===== src/rtl/sll16_pkg.sv =====
// Shared types and constants for the 16-bit shift-left unit.
// Optional feature macro used by this slice: SLL16_SHOUT_EN (lost-bit flag).
package sll16_pkg;

  localparam int unsigned WIDTH   = 16;
  localparam int unsigned SHAMT_W = 4;

  typedef logic [WIDTH-1:0]   word_t;
  typedef logic [SHAMT_W-1:0] shamt_t;

  // Any set bit above the in-range shift field pushes every operand bit out.
  function automatic logic is_out_of_range(input word_t amount);
    return |amount[WIDTH-1:SHAMT_W];
  endfunction

endpackage : sll16_pkg


===== src/rtl/sll16_stage.sv =====
// One conditional fixed-distance left shift of the barrel shifter.
// With SLL16_SHOUT_EN it also reports whether a set bit fell off the top.
module sll16_stage
  import sll16_pkg::*;
#(
  parameter int unsigned DIST = 1
) (
  input  logic [WIDTH-1:0] i_data,
  input  logic             i_en,
  output logic [WIDTH-1:0] o_data
`ifdef SLL16_SHOUT_EN
  , output logic           o_lost
`endif
);

  word_t w_shifted;

  assign w_shifted = {i_data[WIDTH-DIST-1:0], {DIST{1'b0}}};
  assign o_data    = i_en ? w_shifted : i_data;

`ifdef SLL16_SHOUT_EN
  // Bits lost here are original operand bits, so OR-ing every stage's loss
  // gives exactly the bits of a that leave bit 15.
  assign o_lost = i_en & (|i_data[WIDTH-1 -: DIST]);
`endif

endmodule : sll16_stage


===== src/rtl/sll_16b8i.sv =====
// Registered 16-bit logical shift-left: 4-stage log shifter, out-of-range zeroing,
// one-cycle latency. Define SLL16_SHOUT_EN to add the registered shout flag.
module sll_16b8i
  import sll16_pkg::*;
(
  input  logic             clk,
  input  logic             rst_n,
  input  logic             in_valid,
  input  logic [WIDTH-1:0] a,
  input  logic [WIDTH-1:0] b,
  output logic [WIDTH-1:0] r,
  output logic             out_valid
`ifdef SLL16_SHOUT_EN
  , output logic           shout
`endif
);

  shamt_t w_shamt;
  logic   w_oor;
  word_t  w_stage [0:SHAMT_W];
  word_t  w_result;

  word_t  r_result;
  logic   r_valid;

  assign w_shamt    = b[SHAMT_W-1:0];
  assign w_oor      = is_out_of_range(b);
  assign w_stage[0] = a;

`ifdef SLL16_SHOUT_EN
  logic [SHAMT_W-1:0] w_lost;
  logic               w_shout;
  logic               r_shout;
`endif

  // Stage k shifts by 2**k when shift-amount bit k is set.
  for (genvar k = 0; k < SHAMT_W; k++) begin : g_stage
    sll16_stage #(
      .DIST (1 << k)
    ) u_stage (
      .i_data (w_stage[k]),
      .i_en   (w_shamt[k]),
      .o_data (w_stage[k+1])
`ifdef SLL16_SHOUT_EN
      , .o_lost (w_lost[k])
`endif
    );
  end

  assign w_result = w_oor ? '0 : w_stage[SHAMT_W];

`ifdef SLL16_SHOUT_EN
  assign w_shout = w_oor ? (|a) : (|w_lost);
`endif

  // NOTE: sequential state uses non-blocking assignments so every register
  // samples pre-edge values; reset is synchronous and wins over in_valid.
  always_ff @(posedge clk) begin
    if (!rst_n) begin
      r_result <= '0;
      r_valid  <= 1'b0;
`ifdef SLL16_SHOUT_EN
      r_shout  <= 1'b0;
`endif
    end else begin
      r_valid <= in_valid;
      if (in_valid) begin
        r_result <= w_result;
`ifdef SLL16_SHOUT_EN
        r_shout  <= w_shout;
`endif
      end
    end
  end

  assign r         = r_result;
  assign out_valid = r_valid;
`ifdef SLL16_SHOUT_EN
  assign shout     = r_shout;
`endif

endmodule : sll_16b8i


===== config.mk =====
export PLATFORM = sky130hd
export DESIGN_NAME = sll_16b8i
export DESIGN_NICKNAME = d
export VERILOG_FILES = /design/src/rtl/sll16_pkg.sv /design/src/rtl/sll16_stage.sv /design/src/rtl/sll_16b8i.sv
export SDC_FILE = /design/constraint.sdc
export NUM_CORES = 1
export LEC_CHECK = 0
export BUFFER_PORTS_ARGS = -buffer_cell sky130_fd_sc_hd__buf_2
export CORE_ASPECT_RATIO = 1.75
export CORE_UTILIZATION = 25
export DETAILED_ROUTE_END_ITERATION = 12
export GPL_TIMING_DRIVEN = 0
export PLACE_DENSITY = 0.55
export SLEW_MARGIN = 30
export SYNTH_ARGS = -nofsm -noshare
export SYNTH_HDL_FRONTEND = slang
export SYNTH_HIERARCHICAL = 1
export SYNTH_SLANG_ARGS = --single-unit

===== constraint.sdc =====
create_clock -name clk -period 1.76 [get_ports clk]
set_clock_uncertainty 0.15 [all_clocks]
set_input_delay 0.088 -clock clk [delete_from_list [all_inputs] [get_ports clk]]
set_output_delay 0.088 -clock clk [all_outputs]
set_load 0.01 [all_outputs]

# --- Word-level counts from Yosys, hierarchy flattened ---
# Cells that the tools add are included.
op_classes:
  n_mux: 5
  reduce_logical: 1
ops:
  columns: ["cell", "count"]
  rows:
  - ["16-bit 2-to-1 mux", 5]
  - ["12-bit OR reduction", 1]
word_totals:
  reg_bits: 17
  input_bits: 35
  output_inout_bits: 17

# --- Longest topological paths before layout ---
# Gate-level depths: netlist of run 1.
depth:
  ltp_word: 5
  mapped_depth: 7
  ltp_nobuf: 5

# --- By module ---
# Netlist of run 1, hierarchy kept.
modules_own_cells:
  columns: ["module", "instances", "cells_each", "area_per_inst_um2"]
  rows:
  - ["sll_16b8i", 1, 43, 569.3]
  - ["sll16_stage at g_stage[0].u_stage", 1, 18, 242.7]
  - ["sll16_stage at g_stage[1].u_stage", 1, 18, 236.5]
  - ["sll16_stage at g_stage[2].u_stage", 1, 18, 224.0]
  - ["sll16_stage at g_stage[3].u_stage", 1, 18, 193.9]

# --- Least setup slack after synthesis of run 1 ---
# Ideal clock, no wire load.
synth_path:
  kind: "input-to-reg"
  startpoint: "input port b[0]"
  endpoint: "register r_result[15] (netlist: r[15])"
  setup_ns: 0.117
  t_arrival_ns: 1.594
  slack_ns: -0.101
  path_stages: 7
  path_buffers: 2
  cell_sequence: "buf_6 buf_12 mux2_4 mux2_4 mux2_2 mux2_2 a22o_1"
synth_rtl:
  columns: ["element", "line", "text"]
  rows:
  - ["from (decl)", "sll_16b8i.sv:10", "input logic [WIDTH-1:0] b,"]
  - ["to (signal assigned)", "sll_16b8i.sv:68", "r_result <= w_result;"]
  - ["to (decl)", "sll_16b8i.sv:23", "word_t r_result;"]

==> out/qor.log, run 1 <==
qor: critical_path.critical_path.startpoint_type input pin
qor: timing.timing_worst_slew_pin_value 0.3005 ns
qor: drt.detailroute.via_count 1,013
qor: logic_synthesis.synth_seq_area_share 23.21%
qor: cells_and_area.fillerInstances 591
qor: power.p_leak 0.9496 nW
qor: cells_and_area.finalCoreUtilization 33.80%
qor: cts.cts_htree_levels 1
qor: drt.drt_first_pass_iters 3
qor: logic_synthesis.syn_inst 115
qor: grt.grtUsageTotal 10.20%
qor: grt.globalRouteOverflowTotal 0
qor: grt.vias_in_the_first_global_route 1,039
qor: logic_synthesis.netlist-cell-type-count 15
qor: critical_path.worstPathMaxFanout 10
qor: cells_and_area.n_antenna_cell 0
qor: cells_and_area.proportion_of_layout_cells_with_a_drive_suffix_above_1 75.60%
qor: cells_and_area.areaGrowthSynthToFinish 29.78%
qor: logic_synthesis.postSynthAreaPerCell 12.75 um^2
qor: floorplan.core.rowCount 36
qor: timing.max-slew-margin-rel 79.96%
qor: floorplan.initial_utilization 26.04%
qor: drt.post_drt_via_cell_ratio 4.152
qor: floorplan.floorplan.die.height 103.3 um
qor: drt.drcViolationCount 0
qor: placed_design.gp_routability_congestion 0.6955
qor: timing.setup_repair_after_global_routing_missed_its_margin false
qor: cts.cts_root_cell clkbuf_8
qor: min_path.hold_removal_path_class in2reg
qor: cts.postCtsSetupRepairBufs 0
qor: grt.first_pass_grt_wire_length 4802 um
qor: cts.cts.repair.resized 0
qor: timing.final.period_utilization 93.84%
qor: floorplan.die_w 59.90 um
qor: placed_design.post_dp_cell_area 1838 um^2
qor: critical_path.critical_path.top_delay_family multiplexers
qor: cells_and_area.final_cell_mix buf_2 (48), mux2_4 (35), dfxtp_1 (17)
qor: power.power.density 532.9 nW/um^2
qor: timing.whs 0.1052 ns
qor: power.worst_ir_drop_vdd 204.6 uV
qor: drt.first_iter_violations 12
qor: timing.report.final.setup_viol 0
qor: critical_path.cp_cell_sequence buf_8 > buf_12 > mux2_4 > mux2_4 > mux2_2 > mux2_4 > a22o_1
qor: drt.antenna_violating_nets_left 0
qor: floorplan.core 5630 um^2
qor: critical_path.path_class in2reg
qor: timing.timing.fmax 605.5 MHz
qor: cts.clkSlewWorstSetupHoldPaths 0.06 ns
qor: placed_design.detailed_place_hpwl 2476 um
qor: drt.dr_wl_met2 1595 um
qor: cts.cts_made_buffers 3
qor: grt.initial_antenna_violation_count 0
qor: job.maxCapViolations 0
qor: critical_path.cp_data_arrival_time 1.65 ns
qor: drt.wl_met3 154 um
qor: timing.drv_slew 0
qor: power.post-layout-total-power 0.001014 W
qor: timing.finalHoldViolations 0
qor: cts.cts_tree yes
qor: cells_and_area.finish.net_count 204
qor: floorplan.die_outline_area 6188 um^2
qor: logic_synthesis.synth_nets 150
qor: timing.setup-tns-final 0 ns
qor: drt.finalWirelength 2875 um
qor: critical_path.required 1.75 ns
qor: cts.cts_hold_buf 2
qor: floorplan.boundaryPins 52
qor: cells_and_area.commonest_non_fill_non_tap_cell_in_the_layout buf_2
qor: critical_path.path_common_cell mux2_4
qor: drt.route.layer.met1.wl 1093 um
qor: cts.clock_latency 0.25 ns
qor: cells_and_area.post_layout_inst_area 1903 um^2
qor: critical_path.crit_buf_inv 2
qor: logic_synthesis.yosys_warnings 6
qor: timing.period_needed 1.652 ns
qor: placed_design.io_buffers 47
qor: critical_path.crit_path_max_incr_delay 0.31 ns
qor: critical_path.cp-end-kind register
qor: critical_path.critical_path.slowest_cell mux2_4
qor: grt.grt_start_max_net_pins 11
qor: cts.cts_num_sinks 17
qor: logic_synthesis.post_synth_instance_area 1466 um^2
qor: drt.detail_route.wl_per_cell 11.78 um
qor: status.outcome complete, no violations
qor: logic_synthesis.synth_seq_cells 17
qor: drt.maxUsedRoutingLayer met4
qor: cts.cts-root-to-sink-buffers 2
[cell usage after synthesis]
master	number	area share, %
nor2b_1	1	0.43
mux2_2	24	18
and2_4	1	0.60
and4_1	1	0.60
buf_2	1	0.34
and2b_2	15	9.0
dfxtp_1	17	23
buf_8	1	1.0
a22o_1	16	9.6
buf_1	1	0.26
mux2_4	25	26
nor4_1	2	0.85
nor4_2	1	0.85
buf_6	5	3.8
buf_12	4	5.5
[area by class of cell]
| cell class | count | area (um^2) | area share [%] |
|---|---|---|---|
| buffer | 12 | 163.9 | 8.613 |
| sequential | 17 | 340.3 | 17.88 |
| clock buffer | 4 | 45.04 | 2.367 |
| multi-input combinational | 86 | 1003 | 52.73 |
| tap | 76 | 95.09 | 4.997 |
| timing repair buffer | 49 | 255.2 | 13.41 |
[sequential cells by signal (all words and copies together) (netlist names)]
register   count
out_valid      1
r             16
[path summary, 6_finish.rpt]
| check | startpoint | endpoint | slack (ns) | depth (start not counted) |
|---|---|---|---|---|
| worst max register to register | r[4]$_SDFFE_PN0P_ | r[4]$_SDFFE_PN0P_ | 0.98 | 1 |
| worst min register to register | r[13]$_SDFFE_PN0P_ | r[13]$_SDFFE_PN0P_ | 0.33 | 1 |
| worst min-delay path | b[3] | r[9]$_SDFFE_PN0P_ | 0.11 | 3 |
| worst max-delay path | b[0] | r[13]$_SDFFE_PN0P_ | 0.11 | 7 |
[through the flow]
stage	std cells	setup WS (ns)
3_5_place_dp	238	-0.1536
2_1_floorplan	115	-0.08679
3_3_place_gp	238	-0.1519
6_report	244	0.1084
5_1_grt	244	0.08180
4_1_cts	244	0.1098
[cell families after synthesis]
kind of cell    synth area share [%]
buf+inv                        10.92
simple gates                   12.29
mux                            44.03
compound gates                 9.556
flops                          23.21
[power by group]
part           switching (W)  internal, W  leakage, nW
logic               0.000112     0.000227        0.790
clock network       0.000128     0.000160       0.0228
registers        0.000000219     0.000386        0.137
[worst min-delay path, delay by kind of cell]
| family | cells | cell delay (ns) |
|---|---|---|
| AO/OA/AOI/OAI | 1 | 0.10 |
| buffers and inverters | 1 | 0.13 |
| multiplexers | 1 | 0.16 |
[per-layer routing]
| metal | track usage, % | up-vias |
|---|---|---|
| li1 | - | 528 |
| met4 | 4.293 | 0 |
| met3 | 0.9950 | 2 |
| met2 | 20.17 | 45 |
| met1 | 10.35 | 438 |
| met5 | 0 | - |
No activity file was read; power rests on OpenSTA's default activity.
==> run 2: changes to the inputs <==
--- a/config.mk
+++ b/config.mk
@@ -5,12 +5,13 @@
 export SDC_FILE = /design/constraint.sdc
 export NUM_CORES = 1
 export LEC_CHECK = 0
+export ABC_AREA = 1
 export BUFFER_PORTS_ARGS = -buffer_cell sky130_fd_sc_hd__buf_2
 export CORE_ASPECT_RATIO = 1.75
 export CORE_UTILIZATION = 25
 export DETAILED_ROUTE_END_ITERATION = 12
 export GPL_TIMING_DRIVEN = 0
-export PLACE_DENSITY = 0.55
+export PLACE_DENSITY = 0.54
 export SLEW_MARGIN = 30
 export SYNTH_ARGS = -nofsm -noshare
 export SYNTH_HDL_FRONTEND = slang
==> run 2 against run 1 <==
  * Setup slack improved by 0.32 ns
  * Die area rose by 15%
  * Sequential share of layout area fell by 1.8 points
  * Final area rose by 11%
  * Flip-flop and latch count did not move
  * Critical endpoint is now r[10]$_SDFFE_PN0P_
  * First-iteration DRC count rose to 4.3 times the previous value
  * Highest routed layer unchanged
  * Wire length rose by 37%
  * Register-to-register slack got worse by 0.04 ns
  * Global-route usage rose by 2.1 points
  * Combinational power rose by 6.8%
  * Synthesized cell count rose by 140%
  * Hold slack got worse by 0.049 ns
==> out/qor.log, run 2 <==
qor: critical_path.critical_path.startpoint_type input pin
qor: power.power.density 577.7 nW/um^2 [+8.4%]
qor: drt.detailroute.via_count 1,716 [+69%]
qor: power.p_clk_share 36.6% [+8.2 points]
qor: cts.cts-root-to-sink-buffers 2 [unchanged]
qor: cts.cts.repair.resized 0 [unchanged]
qor: critical_path.setup.worst_path.start rst_n
qor: grt.gr-max-usage-layer met2
qor: power.intPower 0.0008625 W [+11%]
qor: cells_and_area.areaGrowthSynthToFinish 25.24%
qor: power.power_frac_seq 33.7% [-4.4 points]
qor: cells_and_area.proportion_of_layout_cells_with_a_drive_suffix_above_1 36.89% [-39 points]
qor: critical_path.reg2regPathDepth 2 [+1]
qor: logic_synthesis.synth_seq_cells 17 [unchanged]
qor: floorplan.core 6539 um^2 [+16%]
qor: min_path.worstHoldStart in_valid
qor: placed_design.io_buffers 47 [unchanged]
qor: critical_path.regToRegStartpoint r[10]$_SDFFE_PN0P_
qor: logic_synthesis.syn_inst 276 [+140%]
qor: logic_synthesis.async_flop_share 0% [unchanged]
qor: power.worst_ir_drop_vdd 206.1 uV [+0.70%]
qor: cts.cts_tree yes
qor: grt.first_pass_grt_wire_length 7100 um [+48%]
qor: power.switching_share 29.48% [+5.8 points]
qor: cts.clock_latency 0.24 ns [about the same]
qor: floorplan.die_outline_area 7107 um^2 [+15%]
qor: cts.clkSlewWorstSetupHoldPaths 0.05 ns [about the same]
qor: timing.report.final.setup_viol 0 [unchanged]
qor: cts.cts_made_buffers 3 [unchanged]
qor: critical_path.regToRegSetupSlack 0.94 ns [-0.04 ns]
qor: job.maxCapViolations 0 [unchanged]
qor: status.outcome complete, no violations
qor: floorplan.boundaryPins 52 [unchanged]
qor: cells_and_area.n_antenna_cell 0 [unchanged]
qor: drt.finalWirelength 3931 um [+37%]
qor: logic_synthesis.post_synth_instance_area 1690 um^2 [+15%]
qor: logic_synthesis.yosys_warnings 6 [unchanged]
qor: grt.grt_start_max_net_pins 11 [unchanged]
qor: logic_synthesis.synth_most_common_cell nand2_1
qor: drt.drt_first_pass_iters 4 [+1]
qor: critical_path.crit_path_max_incr_delay 0.52 ns [+0.21 ns]
qor: critical_path.critical_path.slowest_cell dlygate4sd3_1
qor: timing.final.period_utilization 75.62% [-18 points]
qor: logic_synthesis.synth_enable_flop_cells 0 [unchanged]
qor: cts.cts_htree_levels 1 [unchanged]
qor: grt.grt_use_met1 12.00% [+1.7 points]
qor: timing.period_needed 1.331 ns [-0.3208 ns]
qor: timing.timing.fmax 751.4 MHz [+24%]
qor: grt.globalRouteMet2Util 25.32% [+5.1 points]
qor: logic_synthesis.synth.top_cell.area_share 26.42% [+0.83 points]
qor: min_path.min_delay_path_depth 3 [unchanged]
qor: floorplan.core.rowCount 39 [+8.3%]
qor: drt.drcViolationCount 0 [unchanged]
qor: cts.cts_root_cell clkbuf_16
qor: floorplan.floorplan.die.height 110.8 um [+7.2%]
qor: power.power_frac_comb 29.7% [-3.8 points]
qor: logic_synthesis.postSynthAreaPerCell 6.125 um^2 [-52%]
qor: critical_path.path_class in2reg
qor: critical_path.worstPathMaxFanout 10 [unchanged]
qor: critical_path.cp_data_arrival_time 1.36 ns [-0.29 ns]
qor: logic_synthesis.synth_nets 311 [+110%]
qor: critical_path.cp_cell_sequence dlygate4sd3_1 > buf_2 > buf_1 > o21ai_0 > a21oi_2
qor: critical_path.cp-end-kind register
qor: power.switching_power 0.0003605 W [+50%]
qor: drt.detail_route.wl_per_cell 9.588 um [-19%]
qor: drt.antenna_violating_nets_left 0 [unchanged]
qor: logic_synthesis.ys.flop_type dfxtp_1
qor: grt.grt_util_met3 1.029% [+0.034 points]
qor: grt.initial_antenna_violation_count 0 [unchanged]
qor: critical_path.required 1.79 ns [+0.04 ns]
qor: timing.setup-tns-final 0 ns [unchanged]
qor: timing.setup_repair_after_global_routing_missed_its_margin false
qor: floorplan.initial_utilization 25.85% [-0.19 points]
qor: placed_design.detailed_place_hpwl 3503 um [+41%]
qor: floorplan.die_w 64.16 um [+7.1%]
qor: timing.whs 0.05613 ns [-0.04906 ns]
qor: grt.grtUsageTotal 12.31% [+2.1 points]
qor: logic_synthesis.post_synth_main_area_contributors nand2_1 (26%), dfxtp_1 (20%), nand2_2 (11%), nand3_2 (5.9%), a21oi_2 (5.2%)
qor: timing.finalHoldViolations 0 [unchanged]
qor: cells_and_area.commonest_non_fill_non_tap_cell_in_the_layout nand2_1
qor: logic_synthesis.netlist-cell-type-count 21 [+6]
qor: logic_synthesis.synth.cells.most_frequent nand2_1 (119), nand2_2 (31), nor2_1 (21), dfxtp_1 (17)
qor: placed_design.gp_routability_congestion 0.8067 [+16%]
qor: cells_and_area.final_cell_mix nand2_1 (119), buf_2 (48), nand2_2 (31)
qor: cts.cts_num_sinks 17 [unchanged]
qor: logic_synthesis.yosysTopAreaCell nand2_1
qor: drt.post_drt_via_cell_ratio 4.185 [+0.81%]
qor: grt.globalRouteOverflowTotal 0 [unchanged]
qor: logic_synthesis.synth_seq_area_share 20.13% [-3.1 points]
qor: power.p_leak 1.079 nW [+14%]
qor: timing.max-slew-margin-rel 71.56% [-8.4 points]
qor: timing.drv_slew 0 [unchanged]
qor: timing.timing_worst_slew_pin_value 0.4266 ns [+0.1260 ns]
qor: cells_and_area.finish.net_count 364 [+78%]
qor: drt.first_iter_violations 51 [+39]
qor: cells_and_area.largest_register_ff_count 16 [unchanged]
qor: grt.vias_in_the_first_global_route 1,656 [+59%]
qor: min_path.hold_removal_path_class in2reg
## run 2: cell count changes in the layout (fill, tap and decap cells not counted), sizes merged, moves of 4 or more
cell | before | now
nand2 | 0 | 150
mux2 | 49 | 0
nor2 | 0 | 22
inv | 0 | 20
a21oi | 0 | 16
a22o | 16 | 0
nand3 | 0 | 16
o21ai | 0 | 16
and2b | 15 | 0
buf | 59 | 63
## run 2: power groups by stage
stage,Combinational (W),Clock (W),Sequential [W]
after floorplan,0.000252,0,0.000429
after global placement,0.000365,0,0.000419
after detailed placement,0.000368,0,0.000420
after CTS,0.000370,0.000455,0.000412
after global routing,0.000416,0.000475,0.000414
final,0.000363,0.000448,0.000412
## run 2: kinds of logic (layout without fill, tap and decap cells)
group / count (synthesis) / in the layout / share of synthesized area [%]
simple gates: 189 / 189 / 51.30
buf+inv: 38 / 90 / 16.88
flops: 17 / 17 / 20.13
compound gates: 32 / 32 / 11.70
## run 2: path summary, 6_finish.rpt
kind	end
max	r[10]$_SDFFE_PN0P_
min	r[14]$_SDFFE_PN0P_
max reg2reg	r[10]$_SDFFE_PN0P_
min reg2reg	r[2]$_SDFFE_PN0P_
## run 2: repair_timing
| action | in CTS | in global routing |
|---|---|---|
| setup endpoints to repair | 0 | 0 |
| hold buffers | 1 | 0 |
| setup buffers | 0 | 0 |
| endpoints found under the hold margin | 4 | 0 |
## run 2: final cells by class
type / count / area [um^2]
Inverter: 20 / 85.08
Buffer: 18 / 200.2
Clock buffer: 4 / 78.83
Multi-Input combinational cell: 221 / 1065
Sequential cell: 17 / 340.3
Timing Repair Buffer: 48 / 245.2
Fill cell: 763 / 4422
Tap cell: 82 / 102.6
## run 2: layer usage
metal  vias up  part of all wire, %
li1        946                    -
met1       727                   37
met2        38                   58
met3         5                  3.4
met4         0                  1.5
met5         -                    0
## run 2: worst max-delay path, delay by kind of cell
family,cells,cell delay (ns)
buffers and inverters,3,0.97
AO/OA/AOI/OAI,2,0.30
## run 2: stage by stage
step	instances	power (W)	cell area [um^2]	utilization, %	setup slack (ns)
finish	410	0.001223	2117	32.38	0.4292
global route	410	0.001306	2117	32.38	0.2618
global placement	405	0.0007843	2028	31.02	0.2586
detailed placement	405	0.0007881	2028	31.02	0.2343
CTS	410	0.001238	2117	32.38	0.4239
floorplan	276	0.0006807	1690	-	0.4943
